File: src/rtl/dcache_ctrl_if.sv
// ---------------------------------------------------------------------------
// dcache_ctrl_if
//   Bundle of the three buses around the L1 data-cache controller:
//     cpu_*  : load/store request from the memory stage, load data and stall back
//     sram_* : lookup/write/fill strobes to the data array and its lookup result
//     mem_*  : block read/write requests to main memory and the completion pulse
//   Modports:
//     slave  : the controller (dcache_ctrl)
//     master : the surroundings (CPU, array and memory models)
// ---------------------------------------------------------------------------
interface dcache_ctrl_if #(
  parameter int ADDR_W      = 32,
  parameter int BLOCK_BYTES = 16,
  parameter int SETS        = 64
);
  localparam int OFF_W = $clog2(BLOCK_BYTES);
  localparam int IDX_W = $clog2(SETS);
  localparam int TAG_W = ADDR_W - OFF_W - IDX_W;
  localparam int BLK_W = 8 * BLOCK_BYTES;

  // CPU side
  logic                     cpu_ren;
  logic                     cpu_wen;
  logic [ADDR_W-1:0]        cpu_addr;
  logic [31:0]              cpu_wdata;
  logic [3:0]               cpu_be;
  logic [31:0]              cpu_rdata;
  logic                     cpu_stall;

  // Data array side
  logic                     sram_ren;
  logic                     sram_wen;
  logic                     sram_memWen;
  logic [BLOCK_BYTES-1:0]   sram_bytesAccess;
  logic [TAG_W+IDX_W-1:0]   sram_blockAddr;
  logic [BLK_W-1:0]         sram_dataIn;
  logic                     sram_hit;
  logic                     sram_dirtyBit;
  logic [TAG_W-1:0]         sram_victimTag;
  logic [BLK_W-1:0]         sram_dataOut;

  // Main memory side
  logic                     mem_ren;
  logic                     mem_wen;
  logic [ADDR_W-1:0]        mem_addr;
  logic [BLK_W-1:0]         mem_wdata;
  logic [BLK_W-1:0]         mem_rdata;
  logic                     mem_ready;

  modport slave (
    input  cpu_ren, cpu_wen, cpu_addr, cpu_wdata, cpu_be,
    output cpu_rdata, cpu_stall,
    output sram_ren, sram_wen, sram_memWen, sram_bytesAccess, sram_blockAddr, sram_dataIn,
    input  sram_hit, sram_dirtyBit, sram_victimTag, sram_dataOut,
    output mem_ren, mem_wen, mem_addr, mem_wdata,
    input  mem_rdata, mem_ready
  );

  modport master (
    output cpu_ren, cpu_wen, cpu_addr, cpu_wdata, cpu_be,
    input  cpu_rdata, cpu_stall,
    input  sram_ren, sram_wen, sram_memWen, sram_bytesAccess, sram_blockAddr, sram_dataIn,
    output sram_hit, sram_dirtyBit, sram_victimTag, sram_dataOut,
    input  mem_ren, mem_wen, mem_addr, mem_wdata,
    output mem_rdata, mem_ready
  );
endinterface

File: src/rtl/dcache_ctrl.sv
// ---------------------------------------------------------------------------
// dcache_ctrl
//   Write-back, write-allocate controller for a direct-mapped L1 data array.
//   Hits (load or store) complete in the request cycle with no stall. A miss
//   stalls the CPU, writes back a dirty victim, refills the block from main
//   memory, fills the array for one cycle, then lets the held request replay
//   as a hit (a store merges its bytes on that replay cycle).
//   Ports:
//     clk       : clock
//     rst       : asynchronous active-low reset
//     cache_bus : cpu_*/sram_*/mem_* buses (dcache_ctrl_if.slave)
// ---------------------------------------------------------------------------
module dcache_ctrl #(
  parameter int ADDR_W      = 32,
  parameter int BLOCK_BYTES = 16,
  parameter int SETS        = 64
) (
  input  logic           clk,
  input  logic           rst,
  dcache_ctrl_if.slave   cache_bus
);
  localparam int OFF_W   = $clog2(BLOCK_BYTES);
  localparam int IDX_W   = $clog2(SETS);
  localparam int TAG_W   = ADDR_W - OFF_W - IDX_W;
  localparam int BLK_W   = 8 * BLOCK_BYTES;
  localparam int WORDS   = BLOCK_BYTES / 4;
  localparam int BADDR_W = TAG_W + IDX_W;

  localparam logic [1:0] S_IDLE      = 2'd0;
  localparam logic [1:0] S_WRITEBACK = 2'd1;
  localparam logic [1:0] S_REFILL    = 2'd2;
  localparam logic [1:0] S_FILL      = 2'd3;

  logic [1:0]         state_q,      state_d;
  logic [TAG_W-1:0]   vic_tag_q,    vic_tag_d;
  logic [BLK_W-1:0]   vic_data_q,   vic_data_d;
  logic [BADDR_W-1:0] miss_baddr_q, miss_baddr_d;
  logic [OFF_W-1:0]   miss_word_q,  miss_word_d;
  logic [BLK_W-1:0]   fill_q,       fill_d;
  logic [31:0]        rdata_q,      rdata_d;

  logic               req;
  logic [OFF_W-1:0]   word_idx;
  logic [31:0]        hit_word;
  logic [BLOCK_BYTES-1:0] be_blk;

  assign req      = cache_bus.cpu_ren | cache_bus.cpu_wen;
  assign word_idx = cache_bus.cpu_addr[OFF_W-1:0] >> 2;
  assign hit_word = cache_bus.sram_dataOut[32*int'(word_idx) +: 32];
  // Byte enables of the addressed word, placed at that word's lane in the block.
  assign be_blk   = BLOCK_BYTES'(cache_bus.cpu_be) << {word_idx, 2'b00};

  always_comb begin
    // NOTE: every output and next-state value gets a default first, so no path
    // through the case below can leave one unassigned and infer a latch.
    state_d      = state_q;
    vic_tag_d    = vic_tag_q;
    vic_data_d   = vic_data_q;
    miss_baddr_d = miss_baddr_q;
    miss_word_d  = miss_word_q;
    fill_d       = fill_q;
    rdata_d      = rdata_q;

    cache_bus.cpu_rdata        = rdata_q;
    cache_bus.cpu_stall        = 1'b1;
    cache_bus.sram_ren         = 1'b0;
    cache_bus.sram_wen         = 1'b0;
    cache_bus.sram_memWen      = 1'b0;
    cache_bus.sram_bytesAccess = '0;
    cache_bus.sram_blockAddr   = '0;
    cache_bus.sram_dataIn      = '0;
    cache_bus.mem_ren          = 1'b0;
    cache_bus.mem_wen          = 1'b0;
    cache_bus.mem_addr         = '0;
    cache_bus.mem_wdata        = '0;

    case (state_q)
      S_IDLE: begin
        cache_bus.cpu_stall = 1'b0;
        cache_bus.cpu_rdata = '0;
        // Gating with rst keeps the pass-through strobes quiet while reset is held.
        if (rst && req) begin
          cache_bus.sram_ren         = cache_bus.cpu_ren;
          cache_bus.sram_wen         = cache_bus.cpu_wen;
          cache_bus.sram_blockAddr   = cache_bus.cpu_addr[ADDR_W-1:OFF_W];
          cache_bus.sram_dataIn      = {WORDS{cache_bus.cpu_wdata}};
          cache_bus.sram_bytesAccess = be_blk;
          if (cache_bus.cpu_ren) cache_bus.cpu_rdata = hit_word;
          if (!cache_bus.sram_hit) begin
            cache_bus.cpu_stall = 1'b1;
            vic_tag_d    = cache_bus.sram_victimTag;
            vic_data_d   = cache_bus.sram_dataOut;
            miss_baddr_d = cache_bus.cpu_addr[ADDR_W-1:OFF_W];
            miss_word_d  = word_idx;
            state_d      = cache_bus.sram_dirtyBit ? S_WRITEBACK : S_REFILL;
          end
        end
      end

      S_WRITEBACK: begin
        cache_bus.mem_wen   = 1'b1;
        // Victim shares the set index of the missing block.
        cache_bus.mem_addr  = {vic_tag_q, miss_baddr_q[IDX_W-1:0], {OFF_W{1'b0}}};
        cache_bus.mem_wdata = vic_data_q;
        if (cache_bus.mem_ready) state_d = S_REFILL;
      end

      S_REFILL: begin
        cache_bus.mem_ren  = 1'b1;
        cache_bus.mem_addr = {miss_baddr_q, {OFF_W{1'b0}}};
        if (cache_bus.mem_ready) begin
          fill_d  = cache_bus.mem_rdata;
          // Present the requested word early on the registered stall-time output.
          rdata_d = cache_bus.mem_rdata[32*int'(miss_word_q) +: 32];
          state_d = S_FILL;
        end
      end

      default: begin // S_FILL
        cache_bus.sram_memWen      = 1'b1;
        cache_bus.sram_blockAddr   = miss_baddr_q;
        cache_bus.sram_dataIn      = fill_q;
        cache_bus.sram_bytesAccess = '1;
        state_d                    = S_IDLE;
      end
    endcase
  end

  // NOTE: the victim and fill buffers are plain flops, not an array, so they are
  // cleared by reset like any other state and a reset leaves no stale block behind.
  always_ff @(posedge clk or negedge rst) begin
    if (!rst) begin
      state_q      <= S_IDLE;
      vic_tag_q    <= '0;
      vic_data_q   <= '0;
      miss_baddr_q <= '0;
      miss_word_q  <= '0;
      fill_q       <= '0;
      rdata_q      <= '0;
    end else begin
      // NOTE: non-blocking assignments so every flop samples the pre-edge values.
      state_q      <= state_d;
      vic_tag_q    <= vic_tag_d;
      vic_data_q   <= vic_data_d;
      miss_baddr_q <= miss_baddr_d;
      miss_word_q  <= miss_word_d;
      fill_q       <= fill_d;
      rdata_q      <= rdata_d;
    end
  end
endmodule

File: src/flat_wrapper.sv
// flat-port wrapper written by rule: the top's interface ports become plain ports
module dcache_ctrl_flat 
#(
  parameter int ADDR_W      = 32,
  parameter int BLOCK_BYTES = 16,
  parameter int SETS        = 64
)
  (clk, rst, cache_bus_cpu_ren, cache_bus_cpu_wen, cache_bus_cpu_addr, cache_bus_cpu_wdata, cache_bus_cpu_be, cache_bus_cpu_rdata, cache_bus_cpu_stall, cache_bus_sram_ren, cache_bus_sram_wen, cache_bus_sram_memWen, cache_bus_sram_bytesAccess, cache_bus_sram_blockAddr, cache_bus_sram_dataIn, cache_bus_sram_hit, cache_bus_sram_dirtyBit, cache_bus_sram_victimTag, cache_bus_sram_dataOut, cache_bus_mem_ren, cache_bus_mem_wen, cache_bus_mem_addr, cache_bus_mem_wdata, cache_bus_mem_rdata, cache_bus_mem_ready);
  dcache_ctrl_if #(.ADDR_W(ADDR_W), .BLOCK_BYTES(BLOCK_BYTES), .SETS(SETS)) cache_bus_i ();
  input  logic clk;
  input  logic rst;
  input wire logic [$bits(cache_bus_i.cpu_ren)-1:0] cache_bus_cpu_ren;
  input wire logic [$bits(cache_bus_i.cpu_wen)-1:0] cache_bus_cpu_wen;
  input wire logic [$bits(cache_bus_i.cpu_addr)-1:0] cache_bus_cpu_addr;
  input wire logic [$bits(cache_bus_i.cpu_wdata)-1:0] cache_bus_cpu_wdata;
  input wire logic [$bits(cache_bus_i.cpu_be)-1:0] cache_bus_cpu_be;
  output wire logic [$bits(cache_bus_i.cpu_rdata)-1:0] cache_bus_cpu_rdata;
  output wire logic [$bits(cache_bus_i.cpu_stall)-1:0] cache_bus_cpu_stall;
  output wire logic [$bits(cache_bus_i.sram_ren)-1:0] cache_bus_sram_ren;
  output wire logic [$bits(cache_bus_i.sram_wen)-1:0] cache_bus_sram_wen;
  output wire logic [$bits(cache_bus_i.sram_memWen)-1:0] cache_bus_sram_memWen;
  output wire logic [$bits(cache_bus_i.sram_bytesAccess)-1:0] cache_bus_sram_bytesAccess;
  output wire logic [$bits(cache_bus_i.sram_blockAddr)-1:0] cache_bus_sram_blockAddr;
  output wire logic [$bits(cache_bus_i.sram_dataIn)-1:0] cache_bus_sram_dataIn;
  input wire logic [$bits(cache_bus_i.sram_hit)-1:0] cache_bus_sram_hit;
  input wire logic [$bits(cache_bus_i.sram_dirtyBit)-1:0] cache_bus_sram_dirtyBit;
  input wire logic [$bits(cache_bus_i.sram_victimTag)-1:0] cache_bus_sram_victimTag;
  input wire logic [$bits(cache_bus_i.sram_dataOut)-1:0] cache_bus_sram_dataOut;
  output wire logic [$bits(cache_bus_i.mem_ren)-1:0] cache_bus_mem_ren;
  output wire logic [$bits(cache_bus_i.mem_wen)-1:0] cache_bus_mem_wen;
  output wire logic [$bits(cache_bus_i.mem_addr)-1:0] cache_bus_mem_addr;
  output wire logic [$bits(cache_bus_i.mem_wdata)-1:0] cache_bus_mem_wdata;
  input wire logic [$bits(cache_bus_i.mem_rdata)-1:0] cache_bus_mem_rdata;
  input wire logic [$bits(cache_bus_i.mem_ready)-1:0] cache_bus_mem_ready;
  assign cache_bus_i.cpu_ren = cache_bus_cpu_ren;
  assign cache_bus_i.cpu_wen = cache_bus_cpu_wen;
  assign cache_bus_i.cpu_addr = cache_bus_cpu_addr;
  assign cache_bus_i.cpu_wdata = cache_bus_cpu_wdata;
  assign cache_bus_i.cpu_be = cache_bus_cpu_be;
  assign cache_bus_cpu_rdata = cache_bus_i.cpu_rdata;
  assign cache_bus_cpu_stall = cache_bus_i.cpu_stall;
  assign cache_bus_sram_ren = cache_bus_i.sram_ren;
  assign cache_bus_sram_wen = cache_bus_i.sram_wen;
  assign cache_bus_sram_memWen = cache_bus_i.sram_memWen;
  assign cache_bus_sram_bytesAccess = cache_bus_i.sram_bytesAccess;
  assign cache_bus_sram_blockAddr = cache_bus_i.sram_blockAddr;
  assign cache_bus_sram_dataIn = cache_bus_i.sram_dataIn;
  assign cache_bus_i.sram_hit = cache_bus_sram_hit;
  assign cache_bus_i.sram_dirtyBit = cache_bus_sram_dirtyBit;
  assign cache_bus_i.sram_victimTag = cache_bus_sram_victimTag;
  assign cache_bus_i.sram_dataOut = cache_bus_sram_dataOut;
  assign cache_bus_mem_ren = cache_bus_i.mem_ren;
  assign cache_bus_mem_wen = cache_bus_i.mem_wen;
  assign cache_bus_mem_addr = cache_bus_i.mem_addr;
  assign cache_bus_mem_wdata = cache_bus_i.mem_wdata;
  assign cache_bus_i.mem_rdata = cache_bus_mem_rdata;
  assign cache_bus_i.mem_ready = cache_bus_mem_ready;
  dcache_ctrl #(.ADDR_W(ADDR_W), .BLOCK_BYTES(BLOCK_BYTES), .SETS(SETS)) u_core (.clk(clk), .rst(rst), .cache_bus(cache_bus_i));
endmodule
File: config.mk
export PLATFORM = sky130hd
export DESIGN_NAME = dcache_ctrl_flat
export DESIGN_NICKNAME = d
export VERILOG_FILES = /design/src/rtl/dcache_ctrl_if.sv /design/src/rtl/dcache_ctrl.sv /design/src/flat_wrapper.sv
export SDC_FILE = /design/constraint.sdc
export NUM_CORES = 1
export LEC_CHECK = 0
export CAP_MARGIN = 15
export CORE_AREA = 5 5 276 278
export DETAILED_ROUTE_END_ITERATION = 12
export DIE_AREA = 0 0 281 283
export PLACE_DENSITY = 0.6
export SYNTH_ARGS = -nofsm -noshare
export SYNTH_HDL_FRONTEND = slang
export SYNTH_SLANG_ARGS = --single-unit
File: constraint.sdc
create_clock -name clk -period 4.55 [get_ports clk]
set_input_delay 1.1375 -clock clk [delete_from_list [all_inputs] [get_ports clk]]
set_output_delay 1.1375 -clock clk [all_outputs]
set_load 0.05 [all_outputs]
==> results.ini, run 1 <==
[run_status]
outcome = finished clean

[detailed_routing]
post-route-drc-count = 0
routed_wl_um = 75500
post_drt_wl_per_cell_um = 24.76
dr.first_iter.drc_count = 755
viasPerCell = 4.748
firstDrtPassIters = 5
num_vias = 14480
antenna_left = 0

[clocking]
htreeDepth = 2
postCtsHoldBufs = 0
post_cts_resized = 0
postCtsSetupBuffers = 0
cts-root-buf = clkbuf_16
path_clk_slew_ns = 0.06
clkSinkCount = 342
cts_buffers = 43
clk_latency_ns = 0.57
cts_max_path_buffers = 3
cts_tree = yes

[global_route]
grt_pass1_wl_um = 109300
grt_pass1_vias = 15740
overflow = 0
grt_usage = 0.1816
grt_max_degree = 140
grt_antenna_before_repair = 18

[yosys]
ys_seq_area_frac = 0.4696
syn_inst = 1348
synth_cell_types = 33
yosys_register_bits = 342
yosysWarnings = 0
ys_async_sr_fraction = 1.000
synth_area_leaders = dfrtp_1 (47%), mux2_2 (15%), mux2_4 (8.2%)
syn_avg_cell_area_um2 = 13.52
synth_edf_count = 0
synth_top_flop_cell = dfrtp_1
syn_area_um2 = 18220
yosys.area.top_type = dfrtp_1
yosys.area.top_type_share = 0.4696

[sta]
rsz0062_at_grt = false
min_period_over_period = 0.9438
setup_tns_ns = 0
slew_violations = 0
finalSetupViolCount = 0
final_hold_viol_count = 0
max_freq_mhz = 232.9
tightest_slew_ns = 1.058
layout_min_cycle_time_ns = 4.294
hold_ws_ns = 0.4968
max_slew_margin = 0.2948
skew_ns = 0.01305

[placed_design]
gp_congestion = 0.8910
io_buffers = 716
hpwlAfterDp_um = 58530

[layout]
drive_gt1_frac = 0.3578
nFillCells = 6808
fin_nets = 2398
fin_util = 0.4072
areaGrowthSynthToFinish_pct = 64.64

[pwr]
cellLeakagePower_nw = 12.50
finalPower_mw = 24.90
peakVddDrop_uv = 416.9
powerDensity_nw_per_um2 = 829.7

[worst_hold_path]
hold_class = flop to flop

[job]
max-cap-violations = 0

[setup_path]
critPathCaptureType = output port
worstPathCellList = inv_1 -> ha_4 -> buf_12 -> buf_12 -> and2_1 -> clkdlybuf4s50_1
cp_max_fo = 73
slowest_stage = clkdlybuf4s50_1
rrSetupSlack_ns = 1.55
required_ns = 3.41
crit_arrival_ns = 3.16
max_stage_delay_ns = 0.85
cpMostUsedCell = buf_12
crit_type = flop to output port
cp-start-kind = flop

[floorplan]
initial_core_util = 0.2473
io_pins = 723
rows = 100
dieArea_um2 = 79520
die_h_um = 283
fp.dieW_um = 281
coreArea_um2 = 73700

## cells in the final DEF (no fill, tap or decap), types with 32 or more instances in the layout
cell type / netlist / final
a22o_1: 156 / 156
and2_1: 134 / 134
buf_12: 0 / 223
buf_4: 7 / 32
clkbuf_16: 0 / 44
clkdlybuf4s50_1: 0 / 506
dfrtp_1: 342 / 340
inv_1: 68 / 68
mux2_2: 242 / 242
mux2_4: 100 / 100
mux4_2: 64 / 64
o22ai_1: 32 / 32
## sequential cells by signal, summed over array words and instances (netlist names)
register and count:
u_core.fill_q 128, u_core.miss_baddr_q 28, u_core.miss_word_q 2, u_core.rdata_q 32
u_core.state_q 2, u_core.vic_data_q 128, u_core.vic_tag_q 22
## cell families after synthesis
| kind of cell | after synthesis | synth area share |
|---|---|---|
| other cells | 1 | 0.0002058 |
| mux | 406 | 0.3110 |
| compound gates | 232 | 0.1043 |
| fa+ha+maj | 6 | 0.004119 |
| flops | 342 | 0.4696 |
| simple gates | 173 | 0.05945 |
| buf+inv | 188 | 0.05135 |
## metal layers
| metal | vias up | track usage | wire length, µm |
|---|---|---|---|
| li1 | 6351 | - | - |
| met1 | 7420 | 0.2255 | 30390 |
| met2 | 577 | 0.2902 | 35410 |
| met3 | 124 | 0.06612 | 6881 |
| met4 | 4 | 0.06782 | 2794 |
| met5 | - | 0 | 25 |
## cell type report
type | count | area (µm²) | share of cell area
clock inverters | 12 | 77.57 | 0.002585
multi-input cells | 821 | 8788 | 0.2929
flip-flops and latches | 342 | 8561 | 0.2853
repair buffers | 763 | 9789 | 0.3262
clock buffers | 65 | 1300 | 0.04332
inverters | 68 | 255.2 | 0.008506
well taps | 969 | 1212 | 0.04041
diodes | 9 | 22.52 | 0.0007506
## cells in the mapped netlist (2+ instances only)
cell type and number:
a21o_1 16, a22o_1 156, a22oi_1 22, and2_1 134, and3_1 3, buf_1 6, buf_2 39, buf_4 7
buf_6 4, buf_8 11, clkbuf_1 52, dfrtp_1 342, ha_1 6, inv_1 68, mux2_2 242, mux2_4 100
mux4_2 64, nand2_1 2, nand3_1 2, nor2_1 4, nor2b_1 22, nor3b_1 2, o21ai_0 3, o22ai_1 32
## through the flow
step                std cells  setup WS, ns  cell area, µm²
floorplan                1351        0.7116           18240
global placement         2963        0.4223           28610
detailed placement       2963        0.4330           28610
CTS                      3040        0.2196           29980
global route             3048        0.1292           30000
finish                   3049        0.2557           30010
## critical path, delay by kind of cell (launching register included)
family	cells	cell delay (ns)
simple gates	1	0.14
buf+inv	4	1.56
flops	1	0.46
fa+ha+maj	1	0.33
## power breakdown
group | switching [mW] | leakage, nW | internal (mW) | total, mW
Combinational | 8.61 | 7.75 | 7.29 | 15.9
Sequential | 1.02 | 4.07 | 4.61 | 5.63
Clock | 1.40 | 0.686 | 1.97 | 3.37
Total | 11.0 | 12.5 | 13.9 | 24.9
## final timing paths
path	from	end	cells after the start
max	u_core.state_q[1]	cache_bus_mem_wdata[109]	6
min	u_core.vic_data_q[115]	u_core.vic_data_q[115]	1
max reg2reg	u_core.state_q[1]	u_core.miss_baddr_q[13]	6
min reg2reg	u_core.vic_data_q[115]	u_core.vic_data_q[115]	1
max in group asynchronous	rst	u_core.vic_data_q[13]	3
min in group asynchronous	rst	u_core.rdata_q[29]	2
(Power assumes the default switching activity.)
==> run 2: changes to the inputs <==
Settings changed: CORE_AREA 5 5 276 278 to 5 5 277 279, DIE_AREA 0 0 281 283 to 0 0 282 284, PLACE_DENSITY 0.6 to 0.61.
Clock period 4.55 ns to 3.9 ns, I/O delays scaled along.
==> results.ini, run 2 (synthesis results as in run 1) <==
[run_status]
outcome = finished clean  ; unchanged

[layout]
fin_nets = 2406  ; was 2398
final_common_cell = clkdlybuf4s50_1  ; unchanged
largestRegisters = u_core.fill_q (128), u_core.vic_data_q (128), u_core.rdata_q (32)  ; unchanged
areaGrowthSynthToFinish_pct = 65.91  ; was 64.64%
final_cell_mix = clkdlybuf4s50_1 (385), dfrtp_1 (340), mux2_2 (242)  ; was clkdlybuf4s50_1 (506), dfrtp_1 (340), mux2_2 (242)
fin_cells = 3063  ; was 3049
nFillCells = 6882  ; was 6808
fin_util = 0.4089  ; was 0.4072
drive_gt1_frac = 0.3709  ; was 0.3578
design_area_um2 = 30240  ; was 30010 µm²

[clocking]
cts-root-buf = clkbuf_16  ; unchanged
cts_tree = yes  ; unchanged
clk_latency_ns = 0.57  ; about the same
path_clk_slew_ns = 0.06  ; about the same
cts_max_path_buffers = 3  ; unchanged
cts_buffers = 45  ; was 43
htreeDepth = 2  ; unchanged
clkSinkCount = 342  ; unchanged

[floorplan]
io_pins = 723  ; unchanged
rows = 100  ; unchanged
initial_core_util = 0.2465  ; was 0.2473
dieArea_um2 = 80090  ; was 79520 µm²
fp.dieW_um = 282  ; was 281 µm
die_h_um = 284  ; was 283 µm
coreArea_um2 = 73950  ; was 73700 µm²

[placed_design]
dpl.cell_count = 2969  ; was 2963
dp_worst_setup_slack_ns = 0.1145  ; was 0.4330 ns
hpwlAfterDp_um = 59670  ; was 58530 µm
placedInstanceArea_um2 = 28630  ; was 28610 µm²
io_buffers = 716  ; unchanged
gp_congestion = 0.9118  ; was 0.8910

[pwr]
powerDensity_nw_per_um2 = 978.8  ; was 829.7 nW/µm²
peakVddDrop_uv = 517.9  ; was 416.9 µV
finalPower_mw = 29.60  ; was 24.90 mW
cellLeakagePower_nw = 13.29  ; was 12.50 nW
switching_share = 0.4390  ; was 0.4432
p_switching_mw = 12.99  ; was 11.03 mW
power_frac_comb = 0.621  ; was 0.639
clkPwrFrac = 0.157  ; was 0.135
seq_power_share = 0.223  ; was 0.226
intPower_mw = 16.60  ; was 13.86 mW

[global_route]
overflow = 0  ; unchanged
grt_pass1_vias = 15970  ; was 15740
grt_max_degree = 152  ; was 140
grt_antenna_before_repair = 18  ; unchanged
grt_usage = 0.1861  ; was 0.1816
grt_pass1_wl_um = 112000  ; was 109300 µm

[job]
max-cap-violations = 0  ; unchanged

[setup_path]
cpMostUsedCell = buf_12  ; unchanged
crit_type = primary input to output port  ; was flop to output port
crit_arrival_ns = 2.84  ; was 3.16 ns
cp_max_fo = 38  ; was 73
critPathTopFamily = buffers and inverters  ; unchanged
critPathCaptureType = output port  ; unchanged
slowest_stage = clkdlybuf4s50_1  ; unchanged
cp-start-kind = primary input  ; was flop
crit_buf_inv = 4  ; unchanged
max_stage_delay_ns = 0.58  ; was 0.85 ns
worstPathCellList = clkdlybuf4s50_1 -> nor2_1 -> nor3_4 -> buf_12 -> buf_12 -> a22o_1 -> buf_12  ; was inv_1 -> ha_4 -> buf_12 -> buf_12 -> and2_1 -> clkdlybuf4s50_1
required_ns = 2.92  ; was 3.41 ns

[detailed_routing]
antenna_left = 0  ; unchanged
firstDrtPassIters = 5  ; unchanged
viasPerCell = 4.755  ; was 4.748
dr.first_iter.drc_count = 688  ; was 755
post_drt_wl_per_cell_um = 25.31  ; was 24.76 µm
num_vias = 14560  ; was 14480
routed_wl_um = 77520  ; was 75500 µm
post-route-drc-count = 0  ; unchanged

[worst_hold_path]
hold_class = primary input to async pin  ; was flop to flop

[sta]
max_freq_mhz = 262.5
finalSetupViolCount = 0  ; unchanged
timing.final.ws_setup_ns = 0.08995  ; was 0.2557 ns
skew_ns = 0.01928  ; was 0.01305 ns
slew_violations = 0  ; unchanged
setup_tns_ns = 0  ; unchanged
max_slew_margin = 0.2988  ; was 0.2948
min_period_over_period = 0.9769
rsz0062_at_grt = false  ; unchanged
hold_ws_ns = 0.2258  ; was 0.4968 ns
final_hold_viol_count = 0  ; unchanged
tightest_slew_ns = 1.052  ; was 1.058 ns
layout_min_cycle_time_ns = 3.810

-- run 2: cell count changes in the layout (fill, tap and decap cells not counted), moves of 2 or more --
cell	change
clkdlybuf4s50_1	-121
buf_4	+20
dlygate4sd2_1	+97
clkbuf_8	+3
bufinv_16	+7
clkbuf_16	+2
clkinv_2	-2
clkbuf_1	-4
dlymetal6s2s_1	+9
-- run 2: power by group through the flow --
stage	Clock (mW)	Combinational (mW)	Sequential, mW
2_1_floorplan	0	10.9	6.05
3_3_place_gp	0	18.6	6.52
3_5_place_dp	0	18.7	6.62
4_1_cts	4.78	18.6	6.57
5_1_grt	4.92	19.1	6.78
6_report	4.64	18.4	6.59
-- run 2: area by class of cell --
class                           count  area [µm²]  share of cell area
Inverter                           68       255.2            0.008441
Clock inverter                     18       299.0            0.009890
Timing Repair Buffer              769        9711              0.3211
Antenna cell                       10       25.02           0.0008276
Multi-Input combinational cell    821        8798              0.2910
Clock buffer                       66        1376             0.04552
Sequential cell                   342        8561              0.2831
Tap cell                          969        1212             0.04010
-- run 2: layer usage --
layer  part of all wire  wire length, µm  vias up  track usage
met5            0.00053               41        -            0
met4              0.031             2368        6      0.06377
met3              0.073             5693      123      0.05125
met2               0.48            36830      585       0.3006
met1               0.42            32590     7476       0.2407
li1                   -                -     6374            -
-- run 2: worst reg2reg max path, delay by kind of cell, from the launching register on --
| family | cells | cell delay [ns] |
|---|---|---|
| muxes | 1 | 0.44 |
| and+or+nand+nor | 1 | 0.42 |
| buffers and inverters | 2 | 0.74 |
| AOI/OAI and AO/OA | 1 | 0.13 |
| adders and majority gates | 1 | 0.22 |
| DFF | 1 | 0.44 |
-- run 2: repair_timing --
action                                  CTS  global route
gates resized for setup                  98             9
endpoints found under the setup margin   85             9
setup buffers                             0             0
hold buffers                              0             0
pin swaps                                 0             0
-- run 2: path summary, 6_finish.rpt --
check                                            start                   endpoint  slack [ns]  cells past startpoint
worst min register to register  u_core.vic_data_q[110]     u_core.vic_data_q[110]        0.50                      1
worst max register to register       u_core.state_q[1]    u_core.miss_baddr_q[18]        1.40                      6
worst max-delay path                 cache_bus_cpu_wen  cache_bus_sram_dataIn[71]        0.09                      7
worst min-delay path                               rst         u_core.rdata_q[29]        0.23                      1
min in group clk                u_core.vic_data_q[110]     u_core.vic_data_q[110]        0.50                      1
max in group asynchronous                          rst      u_core.vic_data_q[12]        1.61                      3
